`config.mk`:
```
export PLATFORM = sky130hd
export DESIGN_NAME = if_stage_ctrl
export DESIGN_NICKNAME = d
export VERILOG_FILES = /design/src/rtl/pipeline_pkg.sv /design/src/rtl/sat_counter.sv /design/src/rtl/if_stage_ctrl.sv
export SDC_FILE = /design/constraint.sdc
export NUM_CORES = 1
export LEC_CHECK = 0
export ABC_CLOCK_PERIOD_IN_PS = 2150
export CORE_MARGIN = 2
export CORE_UTILIZATION = 25
export CTS_CLUSTER_DIAMETER = 120
export DETAILED_ROUTE_END_ITERATION = 10
export MAX_ROUTING_LAYER = met4
export PLACE_DENSITY = 0.57
export REMOVE_ABC_BUFFERS = 1
export SYNTH_ARGS = -nofsm -noshare
export SYNTH_HDL_FRONTEND = slang
export SYNTH_HIERARCHICAL = 1
export SYNTH_SLANG_ARGS = --single-unit
```
`constraint.sdc`:
```
create_clock -name clk -period 2.15 [get_ports clk]
set_input_delay 0.43 -clock clk [delete_from_list [all_inputs] [get_ports clk]]
set_output_delay 0.43 -clock clk [all_outputs]
set_load 0.01 [all_outputs]
```
`src/rtl/pipeline_pkg.sv`:
```
// Shared encodings for the fetch-side pipeline control: branch kinds, NOP word
// and the IF-stage debug FSM states.
package pipeline_pkg;

  typedef enum logic [1:0] {
    BR_NONE = 2'b00,
    BR_BEQ  = 2'b01,
    BR_BNE  = 2'b10,
    BR_JMP  = 2'b11
  } branch_e;

  typedef enum logic [1:0] {
    IF_RUN    = 2'd0,
    IF_STALL  = 2'd1,
    IF_BUBBLE = 2'd2
  } if_state_e;

  localparam logic [31:0] NOP_INST = 32'h0000_0000;
  localparam logic [31:0] PC_STEP  = 32'd4;

endpackage

```
`src/rtl/sat_counter.sv`:
```
// Event counter that sticks at all-ones instead of wrapping.
module sat_counter #(
  parameter int WIDTH = 16
) (
  input  logic             clk,
  input  logic             rst,
  input  logic             inc,
  output logic [WIDTH-1:0] count
);

  logic [WIDTH-1:0] count_q, count_d;

  always_comb begin
    count_d = count_q;
    if (inc && (count_q != {WIDTH{1'b1}}))
      count_d = count_q + WIDTH'(1);
  end

  always_ff @(posedge clk) begin
    if (rst) count_q <= '0;
    else     count_q <= count_d;
  end

  assign count = count_q;

endmodule

```
`src/rtl/if_stage_ctrl.sv`:
```
// Fetch-stage control: PC register, IF/ID register, redirect/bubble handling and
// stall/flush event counters driven by the hazard unit's enables.
module if_stage_ctrl
  import pipeline_pkg::*;
#(
  parameter logic [31:0] RESET_PC = 32'h0000_0000,
  parameter int          CNT_W    = 16
) (
  input  logic             clk,
  input  logic             rst,
  input  logic             pc_write,
  input  logic             IF_ID_write,
  input  logic             flush,
  input  logic [1:0]       branch,
  input  logic [31:0]      branch_target,
  input  logic [31:0]      jump_target,
  input  logic [31:0]      inst_in,
  output logic [31:0]      pc,
  output logic [31:0]      IF_ID_inst,
  output logic [31:0]      IF_ID_pc4,
  output logic             IF_ID_valid,
  output logic [1:0]       if_state,
  output logic [CNT_W-1:0] stall_cnt,
  output logic [CNT_W-1:0] flush_cnt
);

  logic [31:0] pc_q, pc_d;
  logic [31:0] inst_q, inst_d;
  logic [31:0] pc4_q, pc4_d;
  logic        valid_q, valid_d;
  if_state_e   state_q, state_d;

  logic        stall;
  logic        redirect;
  logic [31:0] pc_plus4;
  logic [31:0] redirect_pc;

  always_comb begin
    stall       = !pc_write || !IF_ID_write;
    // A flush with no branch kind is a protocol error and falls through to sequential.
    redirect    = !stall && flush && (branch != BR_NONE);
    pc_plus4    = pc_q + PC_STEP;
    redirect_pc = (branch == BR_JMP) ? jump_target : branch_target;
  end

  always_comb begin
    pc_d    = pc_q;
    inst_d  = inst_q;
    pc4_d   = pc4_q;
    valid_d = valid_q;
    state_d = IF_RUN;

    if (stall) begin
      // Each register honours only its own enable; the other keeps advancing.
      if (pc_write) pc_d = pc_plus4;
      if (IF_ID_write) begin
        inst_d  = inst_in;
        pc4_d   = pc_plus4;
        valid_d = 1'b1;
      end
      state_d = IF_STALL;
    end else if (redirect) begin
      pc_d    = redirect_pc;
      inst_d  = NOP_INST;
      pc4_d   = '0;
      valid_d = 1'b0;
      state_d = IF_BUBBLE;
    end else begin
      pc_d    = pc_plus4;
      inst_d  = inst_in;
      pc4_d   = pc_plus4;
      valid_d = 1'b1;
      state_d = IF_RUN;
    end
  end

  always_ff @(posedge clk) begin
    if (rst) begin
      pc_q    <= RESET_PC;
      inst_q  <= NOP_INST;
      pc4_q   <= '0;
      valid_q <= 1'b0;
      state_q <= IF_RUN;
    end else begin
      pc_q    <= pc_d;
      inst_q  <= inst_d;
      pc4_q   <= pc4_d;
      valid_q <= valid_d;
      state_q <= state_d;
    end
  end

  sat_counter #(.WIDTH(CNT_W)) u_stall_cnt (
    .clk   (clk),
    .rst   (rst),
    .inc   (stall),
    .count (stall_cnt)
  );

  sat_counter #(.WIDTH(CNT_W)) u_flush_cnt (
    .clk   (clk),
    .rst   (rst),
    .inc   (redirect),
    .count (flush_cnt)
  );

  assign pc          = pc_q;
  assign IF_ID_inst  = inst_q;
  assign IF_ID_pc4   = pc4_q;
  assign IF_ID_valid = valid_q;
  assign if_state    = state_q;

endmodule

```
==> impl_results.md <==
* Ys flop type: dfxtp_1
* Worst-case clock skew at approximately 0.0095 ns
* Synth async-reset ratio at 0%
* Initial Utilization at 25.6%
* Slew @ Worst Pin at 0.601 ns
* RSZ-0062 raised after global routing: false
* Clock Sinks at around 130
* Vert. Die Dim at 168 um
* CTS tree: yes
* Placed Area at ~9600 um^2
* CTS buffer count at 17
* Post-layout min period at 2.07 ns
* Fmax at 0.483 GHz
* Htree depth at 4
* HP Class: in2reg
* Routability cong. at 0.774
* CP Class: reg2out
* Via/cell ratio at 4.93
* Number of synthesized flops with an enable pin at 0
* Design Power at 6.48 mW
* Family with the most delay on the worst path: buffers and inverters
* Total gr overflow at 0
* DRC viols at 0
* Synth warn at 6
* Tcrit/Tclk final at a little over nine tenths
* DRT Wirelength at between 20 and 25 mm
* Fin area at ~10000 um^2
* CP max-delay cell: clkdlybuf4s50_1
* Via count at 7078
* Clk buf depth at 2
* Synth Cell Area at 6700 um^2
* Antenna cells at 0
* Max FO, Critical Path at 6
* Post-layout nets at between 1000 and 1500
* MaxCap Viol Count at 0
* Peak VDD IR at about 0.00045 V
* Worst skew pair latency at about 0.42 ns
* First-pass GRT wire length at about 37 mm
* Commonest non-fill, non-tap cells in the layout: 231 x clkdlybuf4s50_1, 131 x dfxtp_1, 122 x nand2_1
* Leakage at approximately 3.6 nW
* Critical path arrival at 1.64 ns
* Max incr delay on CP at 0.54 ns
* DR WL/cell at between 15 and 20 um
* Final Hold Viols at 0
* Commonest non-fill, non-tap cell in the layout: clkdlybuf4s50_1
* Number of buffers and inverters on the critical path at 2
* Post-route ant nets at 0
* Iteration-0 DRC Markers at around 450
* Worst slew margin at 59.4%
* Worst-path clk slew at 0.06 ns
* Final setup violation count at 0
* CP Cell Sequence: buf_4, clkdlybuf4s50_1
* Number of synthesized register bits at around 130
* CTS Root Cell: clkbuf_16
* P per Cell Area at around 630 nW/um^2
* Die span in x at 168 um
* WP data required at 1.72 ns
* Avg Cell Area, Syn at 7.85 um^2
* Gate Count Post-Synth at between 800 and 900
* Synthesis-to-finish area growth at 52.7%
* Initial antenna violation count at 0
* Standard-cell row count at 59
* Core area at 26200 um^2
* Library cells used by synthesis at between 50 and 60
* PortBufs at 233
* Vias in the first global route at 6640
* Num ports at between 200 and 250
* Slew Viols, Final at 0
* DP HPWL at 16.9 mm
* Setup crit end kind: output port
* CTS Hold Bufs at 0
* Sequential share of the synthesized area at 39.2%
* Pre-Repair DR Iteration Count at 4
* GRT Total Usage at 17.0%
* Die area at 28100 um^2
* Pin count of the biggest net entering global routing at 68
* Fraction of layout cells with a size suffix above 1 at about 9.7%
* Status: completed
* Worst Setup Start Kind: flip-flop
-- worst register-to-register path, stage by stage (launching register included) --
cell	delay, ns
dfxtp_1	0.40
ha_1	0.33
clkinv_1	0.18
nor3_4	0.27
nand4_2	0.18
or3_1	0.38
a31oi_1	0.17
-- through the flow --
| step | setup WS [ns] | hold WS [ns] | setup TNS (ns) | util (%) | instances |
|---|---|---|---|---|---|
| after floorplan | -4.89 | 0.483 | -391.60 | - | 788 |
| after global placement | -0.122 | 0.436 | -2.71 | 36.7 | 1405 |
| after detailed placement | -0.150 | 0.442 | -3.04 | 36.7 | 1405 |
| after CTS | 0.0563 | 0.401 | 0 | 39.0 | 1437 |
| after global routing | 0.00341 | 0.418 | 0 | 39.0 | 1437 |
| final | 0.0815 | 0.416 | 0 | 39.0 | 1437 |
-- worst paths after layout --
path,slack [ns],endpoint,from,cells past startpoint
worst max-delay path,0.08,pc[4],pc[4]$_SDFFE_PP0P_,2
worst max register to register,0.15,pc[18]$_SDFFE_PP0P_,pc[3]$_SDFFE_PP0P_,6
worst min-delay path,0.42,IF_ID_pc4[10]$_SDFFE_PP0P_,rst,2
worst min register to register,0.45,IF_ID_pc4[16]$_SDFFE_PP0P_,IF_ID_pc4[16]$_SDFFE_PP0P_,2
-- power by group --
part	switching (mW)	internal, mW	total [mW]
registers	0.0744	2.51	2.58
clock network	1.17	1.88	3.06
logic	0.375	0.461	0.836
total	1.62	4.85	6.48
-- cell usage after synthesis, drive strengths merged (16+ instances only) --
cell type    n  area share, %
dfxtp      131             39
nand2      124            7.0
a21oi      109            8.1
nand3       76            5.7
clkbuf      43            2.4
nand2b      42            3.9
o21ai       41            3.1
nor2        36            2.2
nand4       23            3.0
buf         20            1.8
or3         18            1.7
xnor2       17            2.2
a31oi       16            1.5
xor2        16            2.1
-- what timing repair did --
| action | CTS | global route |
|---|---|---|
| setup endpoints to repair | 0 | 1 |
| resized for setup | 0 | 1 |
| buffers inserted | 0 | 0 |
-- cell families (layout without fill, tap and decap cells) --
| logic type | Yosys count | count (layout) | share of synthesized area, % |
|---|---|---|---|
| adders and majority gates | 3 | 3 | 0.561 |
| xor gates and xnor gates | 33 | 33 | 4.32 |
| buffers and inverters | 79 | 328 | 5.27 |
| and+or+nand+nor | 394 | 394 | 32.1 |
| muxes | 7 | 7 | 1.08 |
| AOI/OAI and AO/OA | 206 | 206 | 17.5 |
| DFF | 131 | 131 | 39.2 |
-- layout make-up --
type,instances,area (um^2)
clock inverter,13,158
inverter,14,52.6
multi-input combinational,643,3740
timing repair buffer,282,2780
clock buffer,19,453
tap,335,419
fill,2681,16000
sequential,131,2620
-- state kept, by name, summed over array words and instances, names as in the netlist --
signal and count:
IF_ID_valid 1, IF_ID_pc4 32, u_flush_cnt/count 16, u_stall_cnt/count 16, IF_ID_inst 32, pc 32, if_state 2
-- metal layers --
metal	global-route usage [%]	wire length [um]	vias to the layer above
li1	-	-	3525
met1	22.2	11300	3344
met2	26.5	10700	192
met3	3.85	1290	17
met4	4.54	310	0
met5	-	0	-
Note: power is estimated with default switching activity, not from simulation.
